--- src/rtl/mem_adapter_pkg.sv ---
// Shared types and defaults for the memory request adapter and its response FIFO.
package mem_adapter_pkg;

  localparam int DEF_RSP_DEPTH = 3;
  localparam int DEF_ID_WIDTH  = 4;

  // Widest tag the response entry can carry; narrower tags are zero-extended
  // into it and the unused upper bits are optimised away.
  localparam int ID_MAX = 16;

  typedef struct packed {
    logic [63:0]       rdata;
    logic [ID_MAX-1:0] id;
    logic              we;
  } rsp_entry_t;

  // Width of a counter that must hold the values 0..depth inclusive.
  function automatic int cnt_w(input int depth);
    return $clog2(depth + 1);
  endfunction

endpackage

--- src/rtl/mem_rsp_fifo.sv ---
// Synchronous response FIFO of rsp_entry_t with registered output and no bypass.
// Pointers wrap modulo DEPTH so any depth 2..8 is usable, not only powers of two.
module mem_rsp_fifo
  import mem_adapter_pkg::*;
#(
  parameter int DEPTH = DEF_RSP_DEPTH
) (
  input  logic                      clk_i,
  input  logic                      rst_ni,
  input  logic                      push_i,
  input  logic                      pop_i,
  input  rsp_entry_t                data_i,
  output rsp_entry_t                data_o,
  output logic                      full_o,
  output logic                      empty_o,
  output logic [cnt_w(DEPTH)-1:0]   count_o
);

  localparam int PW = (DEPTH > 1) ? $clog2(DEPTH) : 1;
  localparam int CW = cnt_w(DEPTH);

  rsp_entry_t    mem_q [DEPTH];
  logic [PW-1:0] wr_ptr_q;
  logic [PW-1:0] rd_ptr_q;
  logic [CW-1:0] cnt_q;
  logic          do_push;
  logic          do_pop;

  function automatic logic [PW-1:0] ptr_nxt(input logic [PW-1:0] p);
    return (p == PW'(DEPTH - 1)) ? '0 : p + 1'b1;
  endfunction

  assign full_o  = (cnt_q == CW'(DEPTH));
  assign empty_o = (cnt_q == '0);
  assign count_o = cnt_q;
  assign data_o  = mem_q[rd_ptr_q];

  // A push at full is only taken when a pop frees the slot in the same cycle.
  assign do_pop  = pop_i & ~empty_o;
  assign do_push = push_i & (~full_o | do_pop);

  // Pointer and occupancy bookkeeping.
  always_ff @(posedge clk_i) begin
    if (!rst_ni) begin
      wr_ptr_q <= '0;
      rd_ptr_q <= '0;
      cnt_q    <= '0;
    end else begin
      if (do_push) wr_ptr_q <= ptr_nxt(wr_ptr_q);
      if (do_pop)  rd_ptr_q <= ptr_nxt(rd_ptr_q);
      case ({do_push, do_pop})
        2'b10:   cnt_q <= cnt_q + 1'b1;
        2'b01:   cnt_q <= cnt_q - 1'b1;
        default: cnt_q <= cnt_q;
      endcase
    end
  end

  // Entry storage; contents are qualified by the count so they need no reset.
  always_ff @(posedge clk_i) begin
    if (do_push) mem_q[wr_ptr_q] <= data_i;
  end

  a_no_overflow: assert property (@(posedge clk_i) disable iff (!rst_ni)
    !(push_i && full_o && !pop_i));

endmodule

--- src/rtl/mem_req_adapter.sv ---
// Adapts a valid/ready request stream onto a fixed-latency, never-stalling memory
// port and buffers the responses. Requests are admitted only while a response slot
// is guaranteed (FIFO entries plus the one request in flight), so the FIFO can
// never overflow and the memory never needs to be stalled.
module mem_req_adapter
  import mem_adapter_pkg::*;
#(
  parameter int RSP_DEPTH = DEF_RSP_DEPTH,
  parameter int ID_WIDTH  = DEF_ID_WIDTH   // must not exceed ID_MAX
) (
  input  logic                clk_i,
  input  logic                rst_ni,
  // request side
  input  logic                req_valid_i,
  output logic                req_ready_o,
  input  logic [63:0]         req_addr_i,
  input  logic                req_we_i,
  input  logic [7:0]          req_be_i,
  input  logic [63:0]         req_wdata_i,
  input  logic [ID_WIDTH-1:0] req_id_i,
  // memory port
  output logic [63:0]         mem_address_o,
  output logic                mem_data_req_o,
  output logic [7:0]          mem_data_be_o,
  output logic                mem_data_we_o,
  output logic [63:0]         mem_data_wdata_o,
  input  logic                mem_data_rvalid_i,
  input  logic [63:0]         mem_data_rdata_i,
  // response side
  output logic                rsp_valid_o,
  input  logic                rsp_ready_i,
  output logic [63:0]         rsp_rdata_o,
  output logic [ID_WIDTH-1:0] rsp_id_o,
  output logic                rsp_we_o,
  output logic                err_o
);

  localparam int CW = cnt_w(RSP_DEPTH);

  logic                inflight_q;
  logic [ID_WIDTH-1:0] infl_id_q;
  logic                infl_we_q;
  logic                err_q;
  logic                accept;
  logic                push;
  logic                pop;
  logic [CW-1:0]       fifo_cnt;
  logic [CW:0]         credit;
  logic                fifo_empty;
  logic                fifo_full_unused;
  logic                id_hi_unused;
  rsp_entry_t          push_ent;
  rsp_entry_t          pop_ent;

  // Credit is built from registered state only, so ready never depends on
  // req_valid_i or rsp_ready_i.
  assign credit      = {1'b0, fifo_cnt} + (CW+1)'(inflight_q);
  assign req_ready_o = (credit < (CW+1)'(RSP_DEPTH));
  assign accept      = req_valid_i & req_ready_o;

  // The memory grants every request, so the request is a straight pass-through.
  assign mem_data_req_o   = accept;
  assign mem_address_o    = req_addr_i;
  assign mem_data_be_o    = req_be_i;
  assign mem_data_we_o    = req_we_i;
  assign mem_data_wdata_o = req_wdata_i;

  // A response is only kept when it lines up with the request in flight.
  assign push = inflight_q & mem_data_rvalid_i;
  assign pop  = rsp_valid_o & rsp_ready_i;

  // Assemble the FIFO entry from returning data and the captured tag.
  always_comb begin
    push_ent                    = '0;
    push_ent.rdata              = mem_data_rdata_i;
    push_ent.id[ID_WIDTH-1:0]   = infl_id_q;
    push_ent.we                 = infl_we_q;
  end

  // In-flight tracker: holds {id, we} for exactly the cycle after acceptance.
  always_ff @(posedge clk_i) begin
    if (!rst_ni) begin
      inflight_q <= 1'b0;
      infl_id_q  <= '0;
      infl_we_q  <= 1'b0;
    end else begin
      inflight_q <= accept;
      if (accept) begin
        infl_id_q <= req_id_i;
        infl_we_q <= req_we_i;
      end
    end
  end

  // Sticky protocol error: response without a request, or request without response.
  always_ff @(posedge clk_i) begin
    if (!rst_ni) begin
      err_q <= 1'b0;
    end else if ((mem_data_rvalid_i & ~inflight_q) | (inflight_q & ~mem_data_rvalid_i)) begin
      err_q <= 1'b1;
    end
  end

  assign err_o = err_q;

  mem_rsp_fifo #(
    .DEPTH (RSP_DEPTH)
  ) u_rsp_fifo (
    .clk_i   (clk_i),
    .rst_ni  (rst_ni),
    .push_i  (push),
    .pop_i   (pop),
    .data_i  (push_ent),
    .data_o  (pop_ent),
    .full_o  (fifo_full_unused),
    .empty_o (fifo_empty),
    .count_o (fifo_cnt)
  );

  assign rsp_valid_o  = ~fifo_empty;
  assign rsp_rdata_o  = pop_ent.rdata;
  assign rsp_id_o     = pop_ent.id[ID_WIDTH-1:0];
  assign rsp_we_o     = pop_ent.we;
  assign id_hi_unused = ^pop_ent.id;

  a_credit_bound: assert property (@(posedge clk_i) disable iff (!rst_ni)
    credit <= (CW+1)'(RSP_DEPTH));

endmodule

--- config.mk ---
export PLATFORM = sky130hd
export DESIGN_NAME = mem_req_adapter
export DESIGN_NICKNAME = d
export VERILOG_FILES = /design/src/rtl/mem_adapter_pkg.sv /design/src/rtl/mem_rsp_fifo.sv /design/src/rtl/mem_req_adapter.sv
export SDC_FILE = /design/constraint.sdc
export NUM_CORES = 1
export LEC_CHECK = 0
export CORE_MARGIN = 5
export CORE_UTILIZATION = 35
export CTS_BUF_LIST = sky130_fd_sc_hd__clkbuf_8
export DETAILED_ROUTE_END_ITERATION = 8
export GPL_ROUTABILITY_DRIVEN = 1
export PLACE_DENSITY = 0.72
export RECOVER_POWER = 100
export SYNTH_ARGS = -nofsm -noshare
export SYNTH_HDL_FRONTEND = slang
export SYNTH_SLANG_ARGS = --single-unit
export TNS_END_PERCENT = 100
--- constraint.sdc ---
create_clock -name clk_i -period 6.4 [get_ports clk_i]
set_clock_uncertainty 0.1 [all_clocks]
set_input_delay 0.64 -clock clk_i [delete_from_list [all_inputs] [get_ports clk_i]]
set_output_delay 0.64 -clock clk_i [all_outputs]
set_load 0.01 [all_outputs]
* Yosys cells after proc, flatten, opt, wreduce, memory -nomap -nowiden
Memory sizes are Yosys's and may differ from the RTL's. A register that Yosys moved wholly into a read port is not among the register bits. Index checks and enable logic that the tools add are counted.
Operators by class: eq/ne operators 5, bitwise gates (word level) 13, add/sub/neg operators 5, $lt $le $gt $ge 1, multiplexer cells 7, reduce and logical (&&, ||, !) cells 2
Operator list (count):
- $eq 2x2->1 const B | 4
- $mux 2 | 4
- $and 1x1->1 | 7
- $add 2x1->2 const B | 3
- $not 1->1 | 4
- $pmux 2 s2 | 1
- $add 2x1->3 | 1
- $lt 3x2->1 const B | 1
- $eq 2x1->1 const B | 1
- $logic_not 2->1 | 1
- $mux 1 | 2
- $or 1x1->1 | 2
- $reduce_bool 2->1 | 1
- $sub 2x1->2 const B | 1
Storage, ports and cells: word-level logic and storage cells 41, memories 1, bits of input ports 210, flip-flop bits (word level) 13, bits in writable memories 207
Memories:
- u_rsp_fifo.mem_q | depth 3, bits a word 69, rd ports 1, clocked after memory_dff 1, wr ports 1, line mem_rsp_fifo.sv:22 | rsp_entry_t mem_q [DEPTH];

* Depth between registers and ports, before layout
Gate-level depths: netlist of run 1.
word-level depth 8, gate-level depth with buffers 6, mapped depth without buffers 6

* Modules after synthesis
Synthesis of run 1 repeated with hierarchy kept, for this count alone.
Second synthesis, totals: cell total of the unflattened synthesis 721, area, all modules 10667.7 µm²
Modules (own cells, without submodules):
- mem_rsp_fifo | instances 1, cells an instance 550, area an instance 9311.4 µm²
- mem_req_adapter | instances 1, cells an instance 171, area an instance 1356.3 µm²

* Least setup slack after synthesis of run 1
OpenSTA, ideal clock, no wires.
path type input-to-reg, from input mem_data_rvalid_i, to memory u_rsp_fifo.mem_q[2][0] (netlist bit), enable pin, setup time 0.595 ns, arrival 5.958 ns, stages on the path 3, slack -0.253 ns, data required time 5.705 ns, cells stage by stage ha_1 -> o21ai_2 -> nor3b_1
Between the ends: cells in the longest elaborated chain, start to end 4
RTL lines:
- start: declaration | line mem_req_adapter.sv:27 | input logic mem_data_rvalid_i,
- $and 1x1->1 | line mem_req_adapter.sv:69 | assign push = inflight_q & mem_data_rvalid_i;
- $and 1x1->1 | line mem_rsp_fifo.sv:40 | assign do_push = push_i & (~full_o | do_pop);
- $mux 1 | line mem_rsp_fifo.sv:61 | if (do_push) mem_q[wr_ptr_q] <= data_i;
- $mux 1 (not written as such) | line mem_rsp_fifo.sv:61
- end: declaration | line mem_rsp_fifo.sv:22
Every way passes these cells.

==> reports/metrics.cfg, run 1 <==
[critical_path]
rr_worst_depth=4
startpoint_type=flip-flop
r2r-start=inflight_q$_SDFF_PN0_
cp_data_arrival_time_ps=3990
crit_fanout=74
end_kind=output pin
crit_type=reg -> out
required_ps=5660
reg2reg_slack_ps=2480

[timing]
relSlewSlack_pct=-92.71
tns_ps=0
max_freq_mhz=211.4
period_minus_slack_ps=4731
layout_setup_ws_ps=1669
rsz0062_at_grt=no
slew_violations=229
finalSetupViolations=0
tightest_slew_ps=2891
post-route-period-util_pct=73.93
hold_viol=0

[worst_hold_path]
min_path_type=reg -> reg
min_from=infl_id_q[0]$_SDFFE_PN0P_
min_path_cells=0

[power]
swShare_pct=23.31
p_seq_share_pct=52.8
power_density_mw_per_mm2=290.6
ir_drop_uv=213.3
power.internal_mw=2.407
power_frac_comb_pct=10.6
p_sw_mw=0.7317
leakage_nw=3.459
total_power_mw=3.139
pwr-share-clk_pct=36.6

[clock_tree]
cts_root_buf=clkbuf_8
hold_buffers=0
clkTransAtPathRegs_ps=60
cts_sinks=222
clk_latency_ps=510
numCtsBuffers=38
cts_tree=yes
cts_resized=0
clockBufferDepth=3
post_cts_buffers=0
cts_htree_levels=2

[layout]
num-fill-cells=2412
layout-drive-gt1-share_pct=7.670
multi_input_area_mm2=0.001649
layout.nets=888
regArea_mm2=0.006520
fin_util_pct=41.34
syn_to_final_growth_pct=16.00
fin_cells=1041

[yosys]
synth_warnings=0
synth_area_mm2=0.009313
synth_seq_area_share_pct=69.97
syn_avg_cell_area_um2=14.51
syn_nets=856
syn_inst=642
synth.distinct_cells=26
ys_ff_latch=222

[place]
port_buffers=147
place_inst=969
dpl_worst_slack_ps=3052
gp_congestion=0.8540
dp_hpwl_um=21230

[routing]
wl_um=27950
drcViolationCount=0
viasPerCell=4.674
vias=4866
ant_nets=0
wl_per_cell_um=26.85
first_iter_violations=214
first_pass_iters=5

[floorplan]
row_count=59
io_pins=420
start_util_pct=35.64
dieArea_mm2=0.02997
die_w_um=173.1
core_mm2=0.02613
die_y_um=173.1

[grt]
grt_antenna_before_repair=4
grt_first_pass_wirelength_um=38950
grt-ovfl-total=0
first_global_vias=5099
grt.total_usage_pct=17.93
grt_max_degree=75

[status]
violations=max-capacitance violations, max-slew violations
outcome=finished with violations

[job]
cap_violations=5

==> synth_stat cells <==
cell type / instances / area [µm²]
nand3b_1: 1 / 7.510
buf_6: 2 / 22.52
nor3b_1: 3 / 22.52
and2_1: 3 / 18.77
xnor2_1: 2 / 17.52
a21boi_0: 1 / 7.510
o21ai_2: 1 / 8.760
dfxtp_1: 15 / 300.3
or3_1: 2 / 12.51
o21a_1: 2 / 15.01
nor3_1: 1 / 5.000
edfxtp_1: 207 / 6216
o21ai_0: 70 / 350.3
and3_1: 1 / 6.260
mux2i_1: 76 / 760.7
buf_4: 143 / 1074
a21boi_1: 1 / 7.510
nand2_1: 84 / 315.3
inv_1: 1 / 3.750
o21ai_1: 1 / 5.000
or2_2: 1 / 6.260
ha_1: 4 / 50.05
clkbuf_1: 15 / 56.30
buf_2: 3 / 15.01
nor2_1: 1 / 3.750
a21oi_1: 1 / 5.000
==> cell families (layout without fill, tap and decap cells) <==
family,count (synthesis),after routing,synth area share [%]
buf+inv,164,226,12.58
compound gates,77,77,4.286
mux,76,76,8.169
flops,222,222,69.97
fa+ha+maj,4,4,0.5374
simple gates,97,97,4.272
other cells,0,2,0
xor+xnor,2,2,0.1881
==> critical path: stages, from the launching register on <==
cell and delay (ps):
dfxtp_1 1680, buf_4 740, o21ai_0 300, dlygate4sd3_1 680
==> routing by layer <==
| metal | share of wire, % | track usage (%) |
|---|---|---|
| met1 | 27 | 13.97 |
| met2 | 49 | 30.70 |
| met3 | 22 | 19.04 |
| met4 | 1.2 | 3.359 |
| met5 | 0.097 | 0 |
==> flip-flops by register name, summed over array words and instances (netlist names), named ones only <==
signal,flops
u_rsp_fifo.mem_q,207
infl_id_q,4
u_rsp_fifo.count_o,2
u_rsp_fifo.rd_ptr_q,2
u_rsp_fifo.wr_ptr_q,2
err_o,1
infl_we_q,1
inflight_q,1
==> power groups by stage <==
stage | registers (mW) | clock network [mW] | logic [mW]
finish | 1.66 | 1.15 | 0.334
global route | 1.66 | 1.27 | 0.361
CTS | 1.66 | 1.19 | 0.373
detailed placement | 1.69 | 0 | 0.370
global placement | 1.68 | 0 | 0.366
floorplan | 1.66 | 0 | 0.271
==> cells in the final DEF, fill, tap and decap left out <==
cell type / instances
a21boi_0: 2
a21oi_1: 1
and2_0: 1
and2_1: 2
and3_1: 1
buf_4: 2
bufinv_16: 1
clkbuf_1: 6
clkbuf_8: 39
clkdlybuf4s50_1: 9
clkinv_1: 10
clkinv_2: 4
clkinvlp_4: 2
dfxtp_1: 14
dfxtp_4: 1
diode_2: 2
dlygate4sd3_1: 138
edfxtp_1: 207
ha_1: 4
inv_1: 14
inv_6: 1
mux2i_1: 76
nand2_1: 84
nand3b_1: 1
nor2_1: 1
nor3_2: 1
nor3b_1: 1
nor3b_4: 2
o21a_1: 2
o21ai_0: 71
o21ai_1: 1
or2_2: 1
or3_1: 2
xnor2_1: 2
==> per-stage QoR <==
step                      hold slack (ps)  instance area [µm²]
after CTS                           366.7                10830
after global routing                392.8                10800
final                               374.9                10800
after floorplan                     342.7                 9323
after detailed placement            367.5                10130
after global placement              355.3                10130
==> final cells by class <==
cell class	instances	share of cell area [%]
antenna	2	0.04633
clock buffer	39	4.969
clock inverter	31	1.483
inverter	1	0.03475
multi-input combinational	256	15.27
sequential	222	60.35
tap	335	3.880
timing repair buffer	155	13.97
==> worst paths after layout <==
kind                                       endpoint
setup / recovery                    rsp_rdata_o[30]
hold / removal     u_rsp_fifo.mem_q[1][1]$_DFFE_PP_
setup reg to reg  u_rsp_fifo.mem_q[1][26]$_DFFE_PP_
hold reg to reg    u_rsp_fifo.mem_q[1][1]$_DFFE_PP_
(Power assumes the default switching activity.)
==> run 2: changes to the inputs <==
PLACE_DENSITY = 0.69   (was 0.72)
clock period = 4.8 ns   (was 6.4 ns; I/O delays follow)
==> reports/metrics.cfg, run 2 (synthesized netlist as in run 1, its figures left out) <==
[status]
outcome=finished with violations
violations=max-capacitance violations, max-slew violations

[layout]
regMostFlops=u_rsp_fifo.mem_q
syn_to_final_growth_pct=16.50
layout_common_cells=edfxtp_1, dlygate4sd3_1, nand2_1
reg_top3=u_rsp_fifo.mem_q x207, infl_id_q x4
layout.nets=889  ; +0.11%
largest_reg_flops=207  ; unchanged
fin_cells=1039  ; -0.19%
num-fill-cells=2427  ; +0.62%
layout-drive-gt1-share_pct=8.962  ; +1.3 points
final_area_mm2=0.01085  ; +0.43%
layout_commonest_cell=edfxtp_1

[power]
p_sw_mw=0.9851  ; +35%
swShare_pct=23.06  ; -0.25 points
power.internal_mw=3.287  ; +37%
ir_drop_uv=216.6  ; +1.6%
power_frac_comb_pct=10.1  ; -0.5 points
p_seq_share_pct=52.0  ; -0.8 points
total_power_mw=4.272  ; +36%
leakage_nw=3.493  ; +0.98%
pwr-share-clk_pct=37.9  ; +1.3 points
power_density_mw_per_mm2=393.8  ; +36%

[place]
gp_congestion=0.8776  ; +2.8%
place_area_mm2=0.01014  ; +0.14%
dp_hpwl_um=21780  ; +2.6%
dpl_worst_slack_ps=1856  ; -1196 ps
port_buffers=147  ; unchanged
place_inst=970  ; +0.10%

[timing]
tightest_slew_ps=1654  ; -1237 ps
finalSetupViolations=0  ; unchanged
max_freq_mhz=259.3
tns_ps=0  ; unchanged
hold_viol=0  ; unchanged
period_minus_slack_ps=3857
post-route-period-util_pct=80.35
layout_setup_ws_ps=943.3  ; -725.4 ps
slew_violations=81  ; -65%
rsz0062_at_grt=no
relSlewSlack_pct=-10.26  ; +82 points

[routing]
first_iter_violations=242  ; +13%
vias=4942  ; +1.6%
viasPerCell=4.756  ; +1.8%
drcViolationCount=0  ; unchanged
wl_um=28450  ; +1.8%
first_pass_iters=4  ; -1
ant_nets=0  ; unchanged
wl_per_cell_um=27.38  ; +2.0%

[floorplan]
io_pins=420  ; unchanged
die_y_um=173.1  ; unchanged
start_util_pct=35.64  ; unchanged
row_count=59  ; unchanged
core_mm2=0.02613  ; unchanged
dieArea_mm2=0.02997  ; unchanged
die_w_um=173.1  ; unchanged

[clock_tree]
hold_buffers=0  ; unchanged
post_cts_buffers=0  ; unchanged
cts_sinks=222  ; unchanged
cts_tree=yes
clockBufferDepth=3  ; unchanged
cts_resized=0  ; unchanged
clk_latency_ps=520  ; about the same
numCtsBuffers=38  ; unchanged
cts_htree_levels=2  ; unchanged
cts_root_buf=clkbuf_8
clkTransAtPathRegs_ps=60  ; about the same

[critical_path]
cp_data_arrival_time_ps=3280  ; -710 ps
crit_family=buffers and inverters
crit_chain=clkbuf_2 -> nand2_1 -> o21ai_0 -> dlygate4sd3_1
slowest_delay_ps=1170  ; -510 ps
required_ps=4220  ; -1440 ps
startpoint_type=flip-flop
crit_fanout=79  ; +6.8%
worst_path_max_delay_cell=dfxtp_2
path_buf_inv=2  ; unchanged
end_kind=output pin
crit_type=reg -> out

[grt]
grt_first_pass_wirelength_um=39260  ; +0.80%
grt_antenna_before_repair=4  ; unchanged
grt.total_usage_pct=18.20  ; +0.26 points
first_global_vias=5177  ; +1.5%
grt_max_degree=80  ; +6.7%
grt-ovfl-total=0  ; unchanged

[job]
cap_violations=3  ; -2

[worst_hold_path]
min_path_type=reg -> reg

==> run 2: per-stage QoR <==
stage / hold WS [ps] / util, %
6_report: 380.8 / 41.52
3_5_place_dp: 356.8 / 38.82
2_1_floorplan: 342.7 / -
3_3_place_gp: 349.4 / 38.82
5_1_grt: 385.0 / 41.52
4_1_cts: 370.8 / 41.61
==> run 2: worst paths after layout <==
check	slack, ps	cells past startpoint	startpoint	to
max	940	4	flip-flop	rsp_rdata_o[57]
min	380	1	err_o$_SDFFE_PN0P_	err_o$_SDFFE_PN0P_
max reg2reg	1740	4	u_rsp_fifo.count_o[0]$_SDFFE_PN0P_	u_rsp_fifo.mem_q[2][18]$_DFFE_PP_
min reg2reg	380	1	err_o$_SDFFE_PN0P_	err_o$_SDFFE_PN0P_
==> run 2: area by class of cell <==
type	count	area (µm²)	area share (%)
antenna	1	2.502	0.02307
clock buffer	40	550.5	5.074
clock inverter	28	178.9	1.649
inverter	1	3.754	0.03460
multi-input combinational	256	1655	15.26
sequential	222	6521	60.11
tap	335	419.2	3.863
timing repair buffer	156	1518	13.99
==> run 2: power groups by stage <==
stage,Combinational [mW],Clock [mW],Sequential [mW]
2_1_floorplan,0.362,0,2.21
5_1_grt,0.469,1.76,2.23
6_report,0.432,1.62,2.22
4_1_cts,0.479,1.67,2.22
3_5_place_dp,0.476,0,2.26
3_3_place_gp,0.471,0,2.26
==> run 2: per-layer routing <==
metal	vias up	share of wire, %	global-route usage, %
li1	2242	-	-
met1	2280	26	14.10
met2	369	50	31.35
met3	49	22	18.32
met4	2	2.0	4.722
met5	-	0.046	0
